$ cat config.mk
export PLATFORM = sky130hd
export DESIGN_NAME = multdiv_iter
export DESIGN_NICKNAME = d
export VERILOG_FILES = /design/src/rtl/multdiv_iter.sv
export SDC_FILE = /design/constraint.sdc
export NUM_CORES = 1
export LEC_CHECK = 0
export ABC_CLOCK_PERIOD_IN_PS = 3900
export BUFFER_PORTS_ARGS = -buffer_cell sky130_fd_sc_hd__buf_4
export CAP_MARGIN = 20
export CORE_MARGIN = 2
export CORE_UTILIZATION = 30
export DETAILED_ROUTE_END_ITERATION = 8
export SETUP_SLACK_MARGIN = 0.15
export SLEW_MARGIN = 20
export SYNTH_ARGS = -nofsm -noshare
export SYNTH_HDL_FRONTEND = slang
export SYNTH_SLANG_ARGS = --single-unit
$ cat constraint.sdc
create_clock -name clock -period 3.9 [get_ports clock]
set_input_delay 0.195 -clock clock [delete_from_list [all_inputs] [get_ports clock]]
set_output_delay 0.195 -clock clock [all_outputs]
set_load 0.005 [all_outputs]
$ cat src/rtl/multdiv_iter.sv
// Iterative signed multiplier/divider: shift-add multiply, restoring divide.
// Define MULTDIV_REM_EN to add the data_remainder output.
module multdiv_iter #(
  parameter int WIDTH = 32
) (
  input  logic             clock,
  input  logic             reset,
  input  logic [WIDTH-1:0] data_operandA,
  input  logic [WIDTH-1:0] data_operandB,
  input  logic             ctrl_MULT,
  input  logic             ctrl_DIV,
  output logic [WIDTH-1:0] data_result,
  output logic             data_exception,
  output logic             data_resultRDY,
  output logic             data_busy
`ifdef MULTDIV_REM_EN
  ,
  output logic [WIDTH-1:0] data_remainder
`endif
);

  localparam int CW = $clog2(WIDTH + 1);

  typedef enum logic [1:0] {
    IDLE,
    RUN,
    DONE
  } state_t;

  state_t state_q, state_d;

  logic [CW-1:0]    cnt_q;
  logic [WIDTH:0]   hi_q;
  logic [WIDTH-1:0] lo_q;
  logic [WIDTH-1:0] dsr_q;
  logic             is_div_q;
  logic             neg_res_q;
  logic             bzero_q;
  logic             ovf_q;

  logic             start;
  logic             last;
  logic             go_mult;
  logic [WIDTH-1:0] a_mag;
  logic [WIDTH-1:0] b_mag;
  logic [WIDTH-1:0] min_val;

  assign start   = ctrl_MULT | ctrl_DIV;
  assign go_mult = ctrl_MULT;
  assign last    = (cnt_q == CW'(WIDTH - 1));
  assign min_val = {1'b1, {(WIDTH-1){1'b0}}};
  assign a_mag   = data_operandA[WIDTH-1] ? -data_operandA : data_operandA;
  assign b_mag   = data_operandB[WIDTH-1] ? -data_operandB : data_operandB;

  // One iteration step; hi holds partial product / partial remainder.
  logic [WIDTH:0]   sum;
  logic [WIDTH:0]   shf;
  logic [WIDTH:0]   trial;
  logic [WIDTH:0]   hi_n;
  logic [WIDTH-1:0] lo_n;

  always_comb begin
    sum   = lo_q[0] ? hi_q + {1'b0, dsr_q} : hi_q;
    shf   = {hi_q[WIDTH-1:0], lo_q[WIDTH-1]};
    trial = shf - {1'b0, dsr_q};
    hi_n  = {1'b0, sum[WIDTH:1]};
    lo_n  = {sum[0], lo_q[WIDTH-1:1]};
    if (is_div_q) begin
      if (trial[WIDTH]) begin
        hi_n = shf;
        lo_n = {lo_q[WIDTH-2:0], 1'b0};
      end else begin
        hi_n = trial;
        lo_n = {lo_q[WIDTH-2:0], 1'b1};
      end
    end
  end

  logic [2*WIDTH-1:0] mag;
  logic [2*WIDTH-1:0] prod;
  logic [WIDTH:0]     top;
  logic               mult_exc;
  logic [WIDTH-1:0]   quot;
  logic [WIDTH-1:0]   res_d;
  logic               exc_d;

  always_comb begin
    mag      = {hi_q[WIDTH-1:0], lo_q};
    prod     = neg_res_q ? -mag : mag;
    top      = prod[2*WIDTH-1:WIDTH-1];
    mult_exc = !((&top) | ~(|top));
    quot     = neg_res_q ? -lo_q : lo_q;
    res_d    = prod[WIDTH-1:0];
    exc_d    = mult_exc;
    if (is_div_q) begin
      if (bzero_q) begin
        res_d = '0;
        exc_d = 1'b1;
      end else begin
        res_d = quot;
        exc_d = ovf_q;
      end
    end
  end

`ifdef MULTDIV_REM_EN
  logic             neg_rem_q;
  logic [WIDTH-1:0] rem_d;

  always_comb begin
    rem_d = '0;
    if (is_div_q && !bzero_q) begin
      rem_d = neg_rem_q ? -hi_q[WIDTH-1:0] : hi_q[WIDTH-1:0];
    end
  end

  always_ff @(posedge clock) begin
    if (reset) begin
      neg_rem_q      <= 1'b0;
      data_remainder <= '0;
    end else begin
      if (start) begin
        neg_rem_q <= data_operandA[WIDTH-1];
      end
      if (state_q == DONE && !start) begin
        data_remainder <= rem_d;
      end
    end
  end
`endif

  always_comb begin
    state_d = state_q;
    unique case (state_q)
      IDLE: if (start) state_d = RUN;
      RUN: begin
        if (start) state_d = RUN;
        else if (last) state_d = DONE;
      end
      DONE: state_d = start ? RUN : IDLE;
      default: state_d = IDLE;
    endcase
  end

  always_ff @(posedge clock) begin
    if (reset) begin
      state_q        <= IDLE;
      cnt_q          <= '0;
      hi_q           <= '0;
      lo_q           <= '0;
      dsr_q          <= '0;
      is_div_q       <= 1'b0;
      neg_res_q      <= 1'b0;
      bzero_q        <= 1'b0;
      ovf_q          <= 1'b0;
      data_result    <= '0;
      data_exception <= 1'b0;
      data_resultRDY <= 1'b0;
      data_busy      <= 1'b0;
    end else begin
      state_q        <= state_d;
      data_busy      <= start | (state_q != IDLE);
      data_resultRDY <= (state_q == DONE) && !start;
      if (start) begin
        cnt_q     <= '0;
        hi_q      <= '0;
        lo_q      <= go_mult ? b_mag : a_mag;
        dsr_q     <= go_mult ? a_mag : b_mag;
        is_div_q  <= !go_mult;
        neg_res_q <= data_operandA[WIDTH-1] ^ data_operandB[WIDTH-1];
        bzero_q   <= (data_operandB == '0);
        ovf_q     <= (data_operandA == min_val) && (&data_operandB);
      end else if (state_q == RUN) begin
        cnt_q <= cnt_q + CW'(1);
        hi_q  <= hi_n;
        lo_q  <= lo_n;
      end
      if (state_q == DONE && !start) begin
        data_result    <= res_d;
        data_exception <= exc_d;
      end
    end
  end

endmodule
# ---- After elaboration in Yosys (flattened, before gate mapping)
# Cells that the tools add are included.
dict set report classes {
  n_eq_ne 6
  mux 22
  n_addsub 7
  bitwise_logic 5
  reduce_logical 14
}
# operator n
set op_table {}
lappend op_table {{$mux 32} 10}
lappend op_table {{$mux 33} 3}
lappend op_table {{$neg 32->32} 3}
lappend op_table {{$mux 64} 1}
lappend op_table {{$neg 64->64} 1}
lappend op_table {{$add 33x32->33} 1}
lappend op_table {{$reduce_and 33->1} 1}
lappend op_table {{$reduce_or 33->1} 1}
lappend op_table {{$sub 33x32->33} 1}
lappend op_table {{$eq 32x32->1 const B} 1}
lappend op_table {{$logic_not 32->1} 1}
lappend op_table {{$reduce_and 32->1} 1}
lappend op_table {{$add 6x1->6 const B} 1}
lappend op_table {{$eq 6x5->1 const B} 1}
lappend op_table {{$mux 2} 3}
lappend op_table {{$pmux 2 s3} 1}
lappend op_table {{$mux 1} 4}
lappend op_table {{$reduce_bool 2->1} 2}
lappend op_table {{$logic_not 1->1} 3}
lappend op_table {{$ne 3x3->1 const B} 1}
lappend op_table {{$or 1x1->1} 3}
lappend op_table {{$eq 2x1->1 const B} 1}
lappend op_table {{$eq 2x2->1 const B} 1}
lappend op_table {{$logic_and 1x1->1} 2}
lappend op_table {{other kinds (6)} 6}
dict set report totals {
  inputBits 68
  word_cells 67
  register_bits 144
}

# ---- Longest topological paths before layout
# Gate-level depths: netlist (run 1).
dict set report depth {
  ltp_word 7
  ltp_mapped 23
}

# ---- Worst setup path before layout (run 1)
# No wires, ideal clock.
dict set report synth_timing {
  kind {register to register}
  from {reg lo_q[31]}
  to {reg hi_q[14]}
  path_stages_with_launch 22
  t_arrival_ns 4.273
  slack_ns -0.431
  path_buffers 3
  path_cell_list {dfxtp_1 > buf_6 > inv_1 > ha_1 > inv_1 > fa_1 > a21o_1 > a21oi_1 > o21ai_0 > a21o_1 > a211oi_1 > o31ai_1 > a221oi_1 > o21ai_0 > nand3_1 > nand2_1 > ha_1 > clkbuf_1 > clkbuf_1 > o21ai_0 > a221oi_1 > o21a_1}
}
dict set report synth_via {
  elab_chain_cells 3
}
# item line_no
set synth_lines {}
lappend synth_lines {{start, declared} 34} ;# logic [WIDTH-1:0] lo_q;
lappend synth_lines {{start signal, assigned} 167} ;# lo_q <= go_mult ? b_mag : a_mag;
lappend synth_lines {{start signal, assigned} 176} ;# lo_q <= lo_n;
lappend synth_lines {{$sub 33x32->33} 65} ;# trial = shf - {1'b0, dsr_q};
lappend synth_lines {{$mux 33} 69} ;# if (trial[WIDTH]) begin
lappend synth_lines {{$mux 33} 68} ;# if (is_div_q) begin
lappend synth_lines {{end signal, assigned} 175} ;# hi_q <= hi_n;
lappend synth_lines {{end, declared} 33} ;# logic [WIDTH:0] hi_q;
# Every way passes these cells.
# A chain may end at the register's enable or synchronous reset.

# ---- Final worst setup path (run 1)
dict set report layout_timing {
  from {reg lo_q[31]}
  to {reg hi_q[1]}
}
# Same word-level chain as after synthesis.

==> parameters.txt, run 1 <==
Parameter                              Value

Finish
  Cell Count, Final, Fillers Out    2558
  Growth of design area from synthesis to finish    20.6%
  Number of filler cells placed in the layout    4630
  # nets final    2093
  Fraction of final layout cells with drive strength greater than 1    17.5%
  Diodes inserted    0

Critical path
  Critical R2R Launch    lo_q[31]
  Reg-to-reg critical path endpoint    hi_q[1]
  Crit Path Max Fanout    7
  Endpoint of the most critical setup path    hi_q[1]
  Category of the worst setup path launch point    flop
  Worst r2r path cells    21
  Worst path arrival time    4.14 ns
  Setup slack on the worst flop-to-flop path    0.08 ns
  Path type of the worst setup path    reg2reg
  Endpoint kind of the worst setup timing path    flop
  Start point of the critical path    lo_q[31]
  CP Data Required Time    4.22 ns

STA
  Number of max-slew violations in the final report    0
  Post-layout minimum cycle time    3.82 ns
  # setup viols final    0
  Final worst clock skew    0.0209 ns
  Worst hold slack    0.131 ns
  Number of hold violations in the final report    0
  Highest clock rate    262 MHz
  Setup total negative slack    0 ns
  Least setup slack across all paths after layout    0.0798 ns
  Slew at the pin with the worst max-slew slack    0.971 ns
  Final worst path period share    98.0%
  Unrepaired setup endpoints after global routing    true
  Worst slew slack as a fraction of its limit    35.3%

Yosys
  Cell type contributing the most total cell area after synthesis    dfxtp_1
  Area share of the largest cell type after synthesis    21.3%
  Distinct cells, synth    75
  Synth cell count leaders    nor2_1, dfxtp_1, a21oi_1
  Mean post-synth cell area    7.38 µm²
  Cell count after synthesis    1837
  Post-synthesis instance area    13600 µm²
  Net count after synthesis    1977
  Async S/R FF share, synth    0%
  Synth area leaders    dfxtp_1, xnor2_1, ha_1
  Most instantiated library cell after synthesis    nor2_1
  Count of warnings emitted by yosys    0
  Register area share after synthesis    21.3%
  Number of synthesized register bits    144
  Flip-flop cell with the highest count after synthesis    dfxtp_1
  Number of enable-type register cells in the synthesized netlist    0

GRT
  Largest net degree at the start of global routing    97
  Vias in the first global route    14200
  Global-route wire length before repair    82200 µm
  Tot GR Track Use    22.4%
  GR Overflow Total    0
  Antenna violations before repair    0

Route
  DRC viols    0
  Via/cell ratio    5.81
  Total routed wirelength    53300 µm
  Number of routed nets with antenna violations    0
  Via count    14900
  Violation count after the first detailed-route iteration    1514
  Total iterations of the first detailed-routing run    5
  Average wire per standard cell    20.8 µm

CTS
  Clock tree from TritonCTS    yes
  Clock-pin slew reported for the worst setup and hold paths after clock tree synthesis    0.07 ns
  Number of clock sinks    144
  Maximum root-to-sink buffer count    2
  Number of buffers created by CTS    17
  Root Driver    clkbuf_16
  Clock latency at the later pin of the worst-skew pair    0.45 ns
  Number of hold-repair buffers added at the cts stage    0
  Number of H-tree branching levels    4

Die
  Placeable core region    44400 µm²
  Y dimension of the die    217 µm
  Die area    46900 µm²
  Placement row count    77
  Starting density of the core    30.5%
  Horizontal extent of the die    217 µm
  Number of primary I/O pins    103

Placed design
  Number of placed instances, taps included    2518
  Gp weighted congestion    0.979
  Minimum setup slack after placement    0.0618 ns
  Number of input and output port buffers inserted    102
  HPWL after detailed placement    41100 µm

Pwr
  Reported leakage power    6.37 nW
  Worst vdd rail ir drop    0.317 mV
  Power density over cell area    293 nW/µm²

Worst hold path
  Path category of the worst min-delay check    in2reg
  Worst min-delay path startpoint    ctrl_MULT

Job
  MaxCap Viol Count    0

Status
  Outcome    finished, final reports clean
[critical path, stage by stage (launching register included)]
cell,delay [ns]
dfxtp_2,0.33
inv_2,0.06
ha_4,0.13
inv_2,0.04
fa_2,0.36
a21o_1,0.18
a21oi_2,0.17
o21ai_2,0.08
a21o_1,0.22
a211oi_2,0.32
o31ai_2,0.15
a221oi_2,0.28
o21ai_1,0.11
nand3_1,0.12
nand2_2,0.07
ha_4,0.31
buf_12,0.14
buf_12,0.13
mux2i_1,0.19
a211oi_1,0.09
a21oi_1,0.14
nor2_1,0.05
[flip-flops by register name, indices dropped and copies added, names as in the netlist]
name,cells
data_resultRDY,1
cnt_q,6
bzero_q,1
lo_q,32
data_busy,1
data_exception,1
state_q,2
is_div_q,1
ovf_q,1
data_result,32
hi_q,33
dsr_q,32
neg_res_q,1
[worst min path at each step]
| stage | cells after the start | to |
|---|---|---|
| after detailed placement | 1 | state_q[1] |
| after global placement | 1 | state_q[1] |
| after floorplan | 2 | dsr_q[0] |
| after global routing | 2 | is_div_q |
| after CTS | 3 | lo_q[0] |
| final | 2 | is_div_q |
[layout make-up]
| class | count | area (µm²) | share of cell area, % |
|---|---|---|---|
| timing repair buffer | 241 | 1880 | 11.5 |
| sequential | 144 | 2890 | 17.7 |
| inverter | 61 | 229 | 1.40 |
| clock buffer | 19 | 453 | 2.77 |
| clock inverter | 13 | 118 | 0.719 |
| tap | 592 | 741 | 4.53 |
| multi-input combinational | 1488 | 10000 | 61.4 |
[per-layer routing]
metal	share of wire, %	track usage (%)	up-vias	wire length (µm)
li1	-	-	7036	-
met1	42	28.4	7080	22500
met2	46	36.8	626	24600
met3	6.5	3.12	121	3460
met5	0	0	-	0
met4	5.1	11.7	0	2730
[placed cells by master, fill, tap and decap left out, types with 27 or more instances in the layout]
master,n
a21oi_1,121
a211oi_1,107
a21o_1,27
ha_1,68
nor3_1,41
buf_4,234
xor2_1,58
o31ai_1,44
o21ai_0,75
nand4_1,27
inv_1,59
nor2_1,229
dfxtp_1,139
nand2_1,113
a22oi_1,34
mux2i_1,45
nor2b_1,27
nand3_1,31
xnor2_1,107
[metrics by stage]
step,area (µm²),power [mW],util [%]
final,16400,4.79,36.8
after global routing,16400,5.00,36.8
after CTS,16200,4.73,36.4
after detailed placement,15600,3.09,35.0
after global placement,15600,3.08,35.0
after floorplan,13600,2.55,-
[timing repair]
| action | 4_1_cts | 5_1_grt |
|---|---|---|
| pin swaps | 3 | 35 |
| gates cloned | 0 | 1 |
| resized for setup | 1 | 51 |
| endpoints found under the setup margin | 18 | 34 |
| setup buffers | 3 | 4 |
[report_power, final]
group | leakage (nW) | internal [mW] | switching (mW) | total [mW]
registers | 1.18 | 1.54 | 0.0887 | 1.63
logic | 4.91 | 0.616 | 0.907 | 1.52
clock network | 0.273 | 0.872 | 0.773 | 1.64
total | 6.37 | 3.02 | 1.77 | 4.79
[cell families (layout without fill, tap and decap cells)]
family	Yosys count	in the layout	share of synthesized area [%]
AND/OR/NAND/NOR	612	612	21.9
AO/OA/AOI/OAI	587	587	29.5
buffers and inverters	205	334	5.93
XOR/XNOR	165	165	10.7
flip-flops	144	144	21.3
adder cells (fa/ha/maj)	72	72	6.76
multiplexers	52	52	3.90
Power figures use the tool's default switching activity.
==> run 2, diff against run 1 <==
--- a/config.mk
+++ b/config.mk
@@ -5,14 +5,17 @@
 export SDC_FILE = /design/constraint.sdc
 export NUM_CORES = 1
 export LEC_CHECK = 0
+export ABC_AREA = 1
 export ABC_CLOCK_PERIOD_IN_PS = 3900
 export BUFFER_PORTS_ARGS = -buffer_cell sky130_fd_sc_hd__buf_4
 export CAP_MARGIN = 20
 export CORE_MARGIN = 2
 export CORE_UTILIZATION = 30
 export DETAILED_ROUTE_END_ITERATION = 8
+export HOLD_SLACK_MARGIN = 0.06
 export SETUP_SLACK_MARGIN = 0.15
 export SLEW_MARGIN = 20
 export SYNTH_ARGS = -nofsm -noshare
 export SYNTH_HDL_FRONTEND = slang
 export SYNTH_SLANG_ARGS = --single-unit
+export TNS_END_PERCENT = 10
==> run 2 against run 1 <==
Sequential share of layout area down 0.85 points; design area grew 4.8%; critical path depth rose by 1; non-clock buffer count decreased by 108; setup slack gained 0.29 ns; critical path type unchanged; critical endpoint is now hi_q[2].
==> parameters.txt, run 2 <==
Parameter                              Value

Placed design
  Number of input and output port buffers inserted    102
  Gp weighted congestion    0.997
  HPWL after detailed placement    49500 µm
  Minimum setup slack after placement    0.486 ns
  Number of placed instances, taps included    3313

CTS
  Clock tree from TritonCTS    yes
  Clock latency at the later pin of the worst-skew pair    0.46 ns
  Number of hold-repair buffers added at the cts stage    1
  Root Driver    clkbuf_16
  Clock-pin slew reported for the worst setup and hold paths after clock tree synthesis    0.07 ns
  Maximum root-to-sink buffer count    2
  Post-cts resize count    0
  Number of buffers created by CTS    17
  Number of post-CTS setup repair buffers    0
  Number of H-tree branching levels    4
  Number of clock sinks    144

Die
  Placeable core region    49200 µm²
  Horizontal extent of the die    228 µm
  Starting density of the core    30.5%
  Y dimension of the die    228 µm
  Die area    51800 µm²
  Number of primary I/O pins    103
  Placement row count    81

STA
  Post-layout minimum cycle time    3.53 ns
  Final worst path period share    90.5%
  Number of hold violations in the final report    0
  Worst slew slack as a fraction of its limit    29.4%
  Unrepaired setup endpoints after global routing    false
  Highest clock rate    283 MHz
  Final worst clock skew    0.0197 ns
  Number of max-slew violations in the final report    0
  # setup viols final    0
  Setup total negative slack    0 ns
  Slew at the pin with the worst max-slew slack    1.06 ns
  Least setup slack across all paths after layout    0.371 ns

Yosys
  Net count after synthesis    2748
  Area share of the largest cell type after synthesis    19.2%
  Synth cell count leaders    nand2_1, inv_1, nor2_1
  Post-synthesis instance area    15000 µm²
  Register area share after synthesis    19.2%
  Mean post-synth cell area    5.75 µm²
  Most instantiated library cell after synthesis    nand2_1
  Cell count after synthesis    2608
  Synth area leaders    dfxtp_1, nand2_1, inv_1
  Flip-flop cell with the highest count after synthesis    dfxtp_1
  Number of enable-type register cells in the synthesized netlist    0
  Cell type contributing the most total cell area after synthesis    dfxtp_1
  Number of synthesized register bits    144
  Count of warnings emitted by yosys    0
  Distinct cells, synth    56
  Async S/R FF share, synth    0%

GRT
  Met2 GRT Util    33.5%
  Met3 routing resource usage after global routing    3.77%
  Tot GR Track Use    23.2%
  Global-route wire length before repair    91400 µm
  GR Overflow Total    0
  Global routing met1 resource utilization    35.0%
  Antenna violations before repair    0
  Largest net degree at the start of global routing    67
  GRT Max-Usage Layer    met1
  Vias in the first global route    15500

Critical path
  Path type of the worst setup path    reg2reg
  Endpoint kind of the worst setup timing path    flop
  CP Data Required Time    4.25 ns
  Worst path arrival time    3.88 ns
  Crit Path Max Fanout    47
  Category of the worst setup path launch point    flop

Route
  DRC viols    0
  Total iterations of the first detailed-routing run    6
  Violation count after the first detailed-route iteration    2021
  Total routed wirelength    60800 µm
  Via count    17500
  Number of routed nets with antenna violations    0
  Via/cell ratio    5.23
  Average wire per standard cell    18.2 µm

Finish
  Fraction of final layout cells with drive strength greater than 1    8.58%
  Growth of design area from synthesis to finish    14.3%
  Top reg by flops    hi_q
  Cell Count, Final, Fillers Out    3346
  # nets final    2809
  Diodes inserted    0
  Most common cell after layout, fill and taps aside    nand2_1
  Largest register FFs    33
  Highest-count cells in the layout ignoring fill and taps    nand2_1, inv_1, nor2_1
  Post-route core utilization    34.9%

Status
  Outcome    finished, final reports clean

Pwr
  Reported leakage power    8.32 nW
  Power density over cell area    308 nW/µm²
  Worst vdd rail ir drop    0.322 mV

Worst hold path
  Path category of the worst min-delay check    in2reg

Job
  MaxCap Viol Count    0
==> run 2: cell count changes after synthesis, sizes merged, moves of 26 or more <==
cell	delta
a211oi	-104
o21ai	+105
nor2b	-28
mux2i	-45
clkbuf	-51
nand2	+574
nor2	+80
xnor2	-85
a22oi	-26
o31ai	-43
nand3	+160
inv	+283
a21oi	+118
==> run 2: area by class of cell <==
cell class | count | area, µm²
clock inverters | 15 | 196
flip-flops and latches | 144 | 2890
fillers | 5542 | 32000
clock buffers | 17 | 425
multi-input cells | 2027 | 10500
well taps | 664 | 831
repair buffers | 133 | 1040
inverters | 346 | 1300
==> run 2: path summary, 6_finish.rpt <==
| check | start | to | slack, ns | cells after the start |
|---|---|---|---|---|
| hold / removal | data_operandB[0] | dsr_q[0] | 0.11 | 5 |
| setup / recovery | lo_q[31] | hi_q[2] | 0.37 | 22 |
| hold reg to reg | data_result[5] | data_result[5] | 0.47 | 2 |
| setup reg to reg | lo_q[31] | hi_q[2] | 0.37 | 22 |
==> run 2: cell families (layout without fill, tap and decap cells) <==
family	after synthesis	after routing	share of synthesized area, %
XOR/XNOR	97	97	5.71
adder cells (fa/ha/maj)	72	72	6.11
AND/OR/NAND/NOR	1291	1291	36.5
buffers and inverters	437	511	11.1
AO/OA/AOI/OAI	567	567	21.4
flip-flops	144	144	19.2
==> run 2: power by group <==
part           total [mW]  switching [mW]  internal (mW)
Sequential           1.65           0.113           1.54
Combinational        1.82            1.25          0.567
Clock                1.81           0.784           1.03
Total                5.28            2.15           3.14
==> run 2: per-stage QoR <==
stage,hold slack [ns],power (mW),area (µm²)
2_1_floorplan,0.347,2.85,15000
3_3_place_gp,0.456,3.45,16500
3_5_place_dp,0.456,3.44,16500
4_1_cts,0.0838,5.24,17100
5_1_grt,0.137,5.55,17100
6_report,0.114,5.28,17100
==> run 2: per-layer routing <==
metal / vias to the layer above / wire [µm] / part of all wire [%]
li1: 8685 / - / -
met1: 7916 / 28200 / 46
met2: 829 / 25200 / 41
met3: 73 / 5950 / 9.8
met4: 0 / 1490 / 2.4
met5: - / 0 / 0
==> run 2: critical path, stage by stage (launching register included) <==
cell and delay, ns:
dfxtp_1 0.37, inv_1 0.12, ha_1 0.15, inv_1 0.06, fa_1 0.40, nand3_1 0.10
nand2_1 0.10, nand2_1 0.08, nand2_1 0.09, a21oi_1 0.21, inv_1 0.12, nand4_1 0.14
nand2_1 0.07, nand4_1 0.09, nand2_1 0.06, ha_1 0.38, inv_1 0.10, buf_12 0.18
a21oi_1 0.12, o21ai_0 0.10, nand3_1 0.07, a21oi_1 0.08, a211oi_1 0.21
